`src/rtl/scan_pattern_driver.sv`:
```
// Scan pattern driver: loads a pattern into a scan chain, pulses one capture
// cycle, unloads the response and compares it against expected data under a mask.
module scan_pattern_driver #(
  parameter int CHAIN_LEN = 32,
  parameter int CNT_W     = 6,
  parameter int FCNT_W    = 8
) (
  input  logic                 clk,
  input  logic                 reset,
  input  logic                 start,
  input  logic                 abort,
  input  logic                 clr_fail,
  input  logic [CHAIN_LEN-1:0] pattern_in,
  input  logic [CHAIN_LEN-1:0] expect_in,
  input  logic [CHAIN_LEN-1:0] mask_in,
  input  logic                 scan_out0,
  output logic                 scan_in0,
  output logic                 scan_en,
  output logic                 test_mode,
  output logic                 busy,
  output logic                 done,
  output logic                 fail,
  output logic [CHAIN_LEN-1:0] captured,
  output logic [FCNT_W-1:0]    fail_count
);

  typedef enum logic [2:0] {
    S_IDLE    = 3'd0,
    S_SHIFT   = 3'd1,
    S_CAPTURE = 3'd2,
    S_UNLOAD  = 3'd3,
    S_DONE    = 3'd4
  } state_e;

  localparam logic [CNT_W-1:0] CNT_LAST = CNT_W'(CHAIN_LEN - 1);

  state_e                 state_q, state_d;
  logic [CNT_W-1:0]       cnt_q, cnt_d;
  logic [CHAIN_LEN-1:0]   sr_q, sr_d;
  logic [CHAIN_LEN-1:0]   exp_q, exp_d;
  logic [CHAIN_LEN-1:0]   mask_q, mask_d;
  logic [CHAIN_LEN-1:0]   captured_q, captured_d;
  logic                   fail_q, fail_d;
  logic [FCNT_W-1:0]      fail_count_q, fail_count_d;
  logic                   scan_in0_q, scan_in0_d;
  logic                   scan_en_q, scan_en_d;
  logic                   test_mode_q, test_mode_d;
  logic                   busy_q, busy_d;
  logic                   done_q, done_d;
  logic                   cnt_last;
  logic                   fail_inc;

  function automatic logic masked_miscompare(input logic [CHAIN_LEN-1:0] got,
                                             input logic [CHAIN_LEN-1:0] exp,
                                             input logic [CHAIN_LEN-1:0] msk);
    return |((got ^ exp) & msk);
  endfunction

  // Next-state, datapath and registered-output decode
  always_comb begin
    state_d      = state_q;
    sr_d         = sr_q;
    exp_d        = exp_q;
    mask_d       = mask_q;
    captured_d   = captured_q;
    fail_d       = fail_q;
    fail_inc     = 1'b0;
    cnt_last     = (cnt_q == CNT_LAST);

    // sr_q doubles as the load shifter (MSB drives scan_in0) and the unload collector
    case (state_q)
      S_IDLE: begin
        if (start) begin
          state_d = S_SHIFT;
          sr_d    = pattern_in;
          exp_d   = expect_in;
          mask_d  = mask_in;
        end else begin
          state_d = S_IDLE;
        end
      end
      S_SHIFT: begin
        sr_d = {sr_q[CHAIN_LEN-2:0], 1'b0};
        if (abort) begin
          state_d = S_IDLE;
        end else if (cnt_last) begin
          state_d = S_CAPTURE;
        end else begin
          state_d = S_SHIFT;
        end
      end
      S_CAPTURE: begin
        if (abort) begin
          state_d = S_IDLE;
        end else begin
          state_d = S_UNLOAD;
        end
      end
      S_UNLOAD: begin
        sr_d = {sr_q[CHAIN_LEN-2:0], scan_out0};
        if (abort) begin
          state_d = S_IDLE;
        end else if (cnt_last) begin
          state_d    = S_DONE;
          captured_d = sr_d;
          fail_d     = masked_miscompare(sr_d, exp_q, mask_q);
          fail_inc   = fail_d;
        end else begin
          state_d = S_UNLOAD;
        end
      end
      S_DONE:  state_d = S_IDLE;
      default: state_d = S_IDLE;
    endcase

    if ((state_d == state_q) && ((state_q == S_SHIFT) || (state_q == S_UNLOAD))) begin
      cnt_d = cnt_q + 1'b1;
    end else begin
      cnt_d = '0;
    end

    if (clr_fail) begin
      fail_count_d = '0;
    end else if (fail_inc && (fail_count_q != '1)) begin
      fail_count_d = fail_count_q + 1'b1;
    end else begin
      fail_count_d = fail_count_q;
    end

    scan_en_d   = (state_d == S_SHIFT) || (state_d == S_UNLOAD);
    scan_in0_d  = (state_d == S_SHIFT) && sr_d[CHAIN_LEN-1];
    test_mode_d = (state_d == S_SHIFT) || (state_d == S_CAPTURE) || (state_d == S_UNLOAD);
    busy_d      = (state_d != S_IDLE);
    done_d      = (state_d == S_DONE);
  end

  // State and output registers
  always_ff @(posedge clk or negedge reset) begin
    if (!reset) begin
      state_q      <= S_IDLE;
      cnt_q        <= '0;
      sr_q         <= '0;
      exp_q        <= '0;
      mask_q       <= '0;
      captured_q   <= '0;
      fail_q       <= 1'b0;
      fail_count_q <= '0;
      scan_in0_q   <= 1'b0;
      scan_en_q    <= 1'b0;
      test_mode_q  <= 1'b0;
      busy_q       <= 1'b0;
      done_q       <= 1'b0;
    end else begin
      state_q      <= state_d;
      cnt_q        <= cnt_d;
      sr_q         <= sr_d;
      exp_q        <= exp_d;
      mask_q       <= mask_d;
      captured_q   <= captured_d;
      fail_q       <= fail_d;
      fail_count_q <= fail_count_d;
      scan_in0_q   <= scan_in0_d;
      scan_en_q    <= scan_en_d;
      test_mode_q  <= test_mode_d;
      busy_q       <= busy_d;
      done_q       <= done_d;
    end
  end

  assign scan_in0   = scan_in0_q;
  assign scan_en    = scan_en_q;
  assign test_mode  = test_mode_q;
  assign busy       = busy_q;
  assign done       = done_q;
  assign fail       = fail_q;
  assign captured   = captured_q;
  assign fail_count = fail_count_q;

endmodule

```
`config.mk`:
```
export PLATFORM = sky130hd
export DESIGN_NAME = scan_pattern_driver
export DESIGN_NICKNAME = d
export VERILOG_FILES = /design/src/rtl/scan_pattern_driver.sv
export SDC_FILE = /design/constraint.sdc
export NUM_CORES = 1
export LEC_CHECK = 0
export BUFFER_PORTS_ARGS = -buffer_cell sky130_fd_sc_hd__buf_2
export CELL_PAD_IN_SITES_DETAIL_PLACEMENT = 0
export CELL_PAD_IN_SITES_GLOBAL_PLACEMENT = 1
export CORE_ASPECT_RATIO = 1.75
export CORE_MARGIN = 2
export CORE_UTILIZATION = 30
export CTS_CLUSTER_DIAMETER = 60
export DETAILED_ROUTE_END_ITERATION = 10
export GPL_ROUTABILITY_DRIVEN = 0
export PLACE_DENSITY_LB_ADDON = 0.1
export SLEW_MARGIN = 0
export SYNTH_ARGS = -nofsm -noshare
export SYNTH_HDL_FRONTEND = slang
export SYNTH_SLANG_ARGS = --single-unit
```
`constraint.sdc`:
```
create_clock -name clk -period 3 [get_ports clk]
set_clock_uncertainty 0.1 [all_clocks]
set_input_delay 0.6 -clock clk [delete_from_list [all_inputs] [get_ports clk]]
set_output_delay 0.6 -clock clk [all_outputs]
set_load 0.1 [all_outputs]
```
Yosys cells after proc, flatten, opt, wreduce, memory -nomap -nowiden
Cells that the tools add are included.
- flip-flop bits (word level): 151
- bits of input ports: 102
- logic and storage cells: 60
- add/sub/neg operators: 2
- eq/ne operators: 11
- muxes and demuxes: 15
- bitwise logic cells: 3
- reductions and logical operators: 15
- operator list (operator ; count):
    32-bit case mux with 3 select lines ; 1
    32-bit bitwise AND ; 1
    32-bit 2-to-1 mux ; 1
    32-bit OR reduction ; 1
    32-bit bitwise XOR ; 1
    8-bit 2-to-1 mux ; 2
    3-bit by 2-bit equality test with 1-bit output, second input constant ; 4
    3-bit case mux with 4 select lines ; 1
    8-bit by 1-bit adder with 8-bit output, second input constant ; 1
    8-bit != test, second input constant ; 1
    6-bit by 1-bit adder with 6-bit output, second input constant ; 1
    3-bit by 1-bit equality test with 1-bit output, second input constant ; 2
    6-bit by 5-bit equality test with 1-bit output, second input constant ; 1
    2-bit 2-to-1 mux ; 3
    3-bit 2-to-1 mux ; 2
    6-bit 2-to-1 mux ; 1
    3-bit nonzero test ; 2
    1-bit logical OR ; 4
    1-bit 2-to-1 mux ; 4
    2-bit AND reduction ; 2
    3-bit equality test ; 1
    3-bit equality test, second input constant ; 1
    1-bit logical AND ; 3
    3-bit zero test ; 1
    4 further kinds ; 4

Longest topological paths before layout
- depth after elaboration: 9
- mapped depth: 8
- depth with buffers taken out: 7

Least setup slack after synthesis
No wires, ideal clock.
- kind: reg2reg
- from: reg fail_count_q[0], in the netlist fail_count[0]
- to: reg fail_count_q[6], in the netlist fail_count[6]
- setup time: 78 ps
- arrival: 2140 ps
- data required time: 2822 ps
- path slack: 682 ps
- cell stages (with the launch flop): 7
- path buffers: 0
- cells stage by stage: dfrtp_1 -> ha_1 -> nand3_1 -> o21bai_4 -> or3_1 -> or3_1 -> a21oi_1
- cells in the longest elaborated chain, start to end: 3
- elaborated cells between the ends (all ways): 6
- classes of those cells: 1 x add/sub; 1 x eq/ne; 2 x mux; 2 x reduce/logical
- RTL lines (item ; RTL line ; RTL):
    from (decl) ; 44 ; logic [FCNT_W-1:0] fail_count_q, fail_count_d;
    from (signal assigned) ; 161 ; fail_count_q <= fail_count_d;
    8-bit by 1-bit adder with 8-bit output or 8-bit != test (tied branches) ; 125, 124 ;
    8-bit 2-to-1 mux or 1-bit logical AND (tied branches) ; 124 ; end else if (fail_inc && (fail_count_q != '1)) begin
    8-bit 2-to-1 mux or 2-bit nonzero test (tied branches) ; - ;
Several ways; a longest one is shown, not always the timed one. The select of a mux whose other input is x is not followed.
A chain may end at the register's enable or synchronous reset.

Worst setup path in the final report
- from: reg cnt_q[0]
- to: reg cnt_q[2]
- cells in the longest elaborated chain, start to end: 7
- elaborated cells between the ends (all ways): 10
- classes of those cells: 1 x add/sub; 2 x eq/ne; 6 x mux; 1 x reduce/logical
- RTL lines (item ; RTL line ; RTL):
    from (decl) ; 38 ; logic [CNT_W-1:0] cnt_q, cnt_d;
    from (signal assigned) ; 155 ; cnt_q <= cnt_d;
    6-bit by 5-bit equality test with 1-bit output * ; 68 ; cnt_last = (cnt_q == CNT_LAST);
    3-bit 2-to-1 mux or 2-bit 2-to-1 mux (tied branches) ; 103, 86 ;
    3-bit 2-to-1 mux or 2-bit 2-to-1 mux (tied branches) ; 101, 84 ;
    3-bit case mux with 4 select lines * ; 71 ; case (state_q)
    named net state_d[0] ; 37 ; state_e state_q, state_d;
    3-bit equality test * ; 116 ; if ((state_d == state_q) && ((state_q == S_SHIFT) || (state_q == S_UNLOAD))) begin
    1-bit logical AND * ; 116 ;
    6-bit 2-to-1 mux * ; 116 ;
    named net cnt_d[2] ; 38 ;
Mark *: on every way through the listed nets, which the timed path passes. The rest lies on a longest branch.

==> results.cfg <==
[sta]
rsz0062_at_grt = false
setup_tns_ps = 0
worst_hold_slack_ps = 47.4
max_freq_mhz = 420
setup_viol = 0
maxSlewViolCount = 0
tightest_slew_ps = 589
period_needed_ps = 2380
fin_crit_sh_pct = 79.4
max_slew_margin_pct = 60.7
hold_viol_final = 0

[critical_path]
endpoint_kind = flop
cp-start-kind = flop
critPathMaxFanout = 6
crit_path_top_delay_cell = dfrtp_1
critPathKind = flop to flop
crit_path_cell_trace = ha_1, and3_1, and4b_1, or3_1, a21oi_1, nand2_1, nor2_1
critPathArrivalTime_ps = 2630
required_ps = 3250
slowest_delay_ps = 400

[placed_design]
place_inst = 882
portBuffers = 147
dpl_cell_area_mm2 = 0.00747
hpwlAfterDp_um = 12000

[routing]
top_layer_used = met4
wl_met2_um = 8890
first_pass_iters = 4
drtIter0Drc = 129
wirelength_um = 16800
route.detailed.drc = 0
met3WireLength_um = 768
wirelength_met1_um = 6840
wire_per_inst_um = 18.3
vias = 4365
viasPerCell = 4.76
ant_nets = 0

[cells_and_area]
synthToLayoutAreaGrowth_pct = 26.6
fillers = 2097
final_nets = 753
drive_gt1_share_pct = 45.2
stdcell_count = 917
fin_area_mm2 = 0.00804

[floorplan]
die_h_um = 196
num_rows = 70
initial_utilization_pct = 30.5
dieArea_mm2 = 0.0224
coreArea_mm2 = 0.0208
ios = 148
fp.dieW_um = 114

[cts]
clk_latency_ps = 420
post_cts_resized = 0
root_buffer = clkbuf_16
cts_hold_repair.buffers = 0
post_cts_buffers = 0
clk_pin_slew_ps = 70
cts_sinks = 151
cts.path.max_buffers = 2
cts_tree = done
cts_made_buffers = 17
htreeDepth = 4

[job]
cap_violations = 0

[power]
ir_drop_mv = 0.308
leakagePower_uw = 0.00401
p_sw_uw = 1780
pwr-share-seq_pct = 46.4
clockPowerShare_pct = 35.3
p_per_area_mw_per_mm2 = 727
power_uw = 5850
combPwrFrac_pct = 18.3
intPower_uw = 4070
swShare_pct = 30.4

[global_route]
grt_pass1_vias = 4791
grt_pass1_wl_um = 26900
grt.overflow.total = 0
antenna_found_initial = 3
grt_max_degree = 71
gr-usage-all-layers_pct = 15.9

[synthesis]
ys_ff_latch = 151
ys_seq_area_share_pct = 59.5
netlist_area_mm2 = 0.00635
syn_inst = 493
yosysTopAreaCellShare_pct = 59.5
synth-main-ff-cell = dfrtp_1
yosysWarnings = 0
syn_area_per_cell_um2 = 12.9
async_flop_share_pct = 100
synth.distinct_cells = 32
synth_fp_nets = 597
yosys.area.top_type = dfrtp_1
synth_area_leaders = dfrtp_1, mux2_2, a22oi_1
synth-edff-count = 0

[worst_hold_path]
hp-class = input pin to async pin

[outcome]
status = finished, final reports clean
==> power groups by stage <==
| stage | combinational [µW] | sequential (µW) | clock, µW |
|---|---|---|---|
| after floorplan | 678 | 2710 | 0 |
| after global placement | 1090 | 2750 | 0 |
| after detailed placement | 1100 | 2770 | 0 |
| after CTS | 1110 | 2730 | 2140 |
| after global routing | 1210 | 2770 | 2210 |
| final | 1070 | 2710 | 2060 |
==> registers in the layout (all words and copies together) (netlist names), 3 cells and up <==
signal	count
fail_count	8
cnt_q	6
mask_q	32
sr_q	32
captured	32
state_q	3
exp_q	32
==> Yosys cell counts (all sizes together), types with 5 or more instances <==
cell type,count
a21oi,5
a22oi,46
buf,7
clkbuf,15
dfrtp,151
mux2,100
nand2,69
nand3,5
nand4,5
nor2,14
nor2b,5
xor2,33
==> routing by layer <==
layer	vias to the layer above	global-route usage, %
li1	2061	-
met1	2188	19.2
met2	102	27.0
met3	14	4.09
met4	0	5.92
met5	-	0
==> layout by cell type, fill, tap and decap left out, drive strengths merged <==
master      n
nor2       14
or2         1
mux2i       2
o21ai       3
xor2       33
nand3       5
nand2      69
clkbuf     18
or3         4
nand4       5
a21oi       5
and4b       1
nor2b       5
bufinv      1
a22oi      46
a32oi       1
nor4        3
and3b       1
dfrtp     151
diode       3
o31ai       2
mux2      100
buf       159
clkinv      8
clkinvlp    2
and3        2
inv         6
o21bai      1
nand2b      2
nor3        2
nand4b      1
xnor2       4
ha          2
and4bb      1
or4         2
==> layout make-up <==
| type | count | area (µm²) | area share (%) |
|---|---|---|---|
| antenna | 3 | 7.51 | 0.0934 |
| clock buffer | 18 | 439 | 5.46 |
| clock inverter | 14 | 126 | 1.57 |
| inverter | 3 | 11.3 | 0.140 |
| multi-input combinational | 317 | 2510 | 31.2 |
| sequential | 151 | 3780 | 47.0 |
| tap | 252 | 315 | 3.92 |
| timing repair buffer | 159 | 857 | 10.7 |
==> path summary, 6_finish.rpt <==
kind | from | end | slack [ps] | cells after the start
worst max-delay path | cnt_q[0]$_DFF_PN0_ | cnt_q[2]$_DFF_PN0_ | 620 | 7
worst min-delay path | reset | captured[31]$_DFFE_PN0N_ | 50 | 1
worst max register to register | cnt_q[0]$_DFF_PN0_ | cnt_q[2]$_DFF_PN0_ | 620 | 7
worst min register to register | cnt_q[0]$_DFF_PN0_ | cnt_q[0]$_DFF_PN0_ | 370 | 1
max in group asynchronous | reset | exp_q[9]$_DFFE_PN0P_ | 2020 | 2
min in group clk | pattern_in[26] | sr_q[26]$_DFFE_PN0P_ | 290 | 3
==> metrics by stage <==
| step | utilization (%) | setup slack [ps] |
|---|---|---|
| after floorplan | - | 682 |
| after global placement | 35.8 | 554 |
| after detailed placement | 35.8 | 566 |
| after CTS | 38.5 | 614 |
| after global routing | 38.6 | 483 |
| final | 38.6 | 619 |
==> critical path: cells and delay by family, from the launching register on <==
family	cells	cell delay, ps
AO/OA/AOI/OAI	1	360
flip-flops	1	400
adder cells (fa/ha/maj)	1	240
AND/OR/NAND/NOR	5	1220
==> kinds of logic after synthesis <==
group                      synth area share [%]
DFF                                        59.5
and+or+nand+nor                            8.73
muxes                                      18.0
AOI/OAI and AO/OA                          6.74
xor gates and xnor gates                   5.10
buffers and inverters                      1.52
adders and majority gates                 0.394
Power figures use the tool's default switching activity.
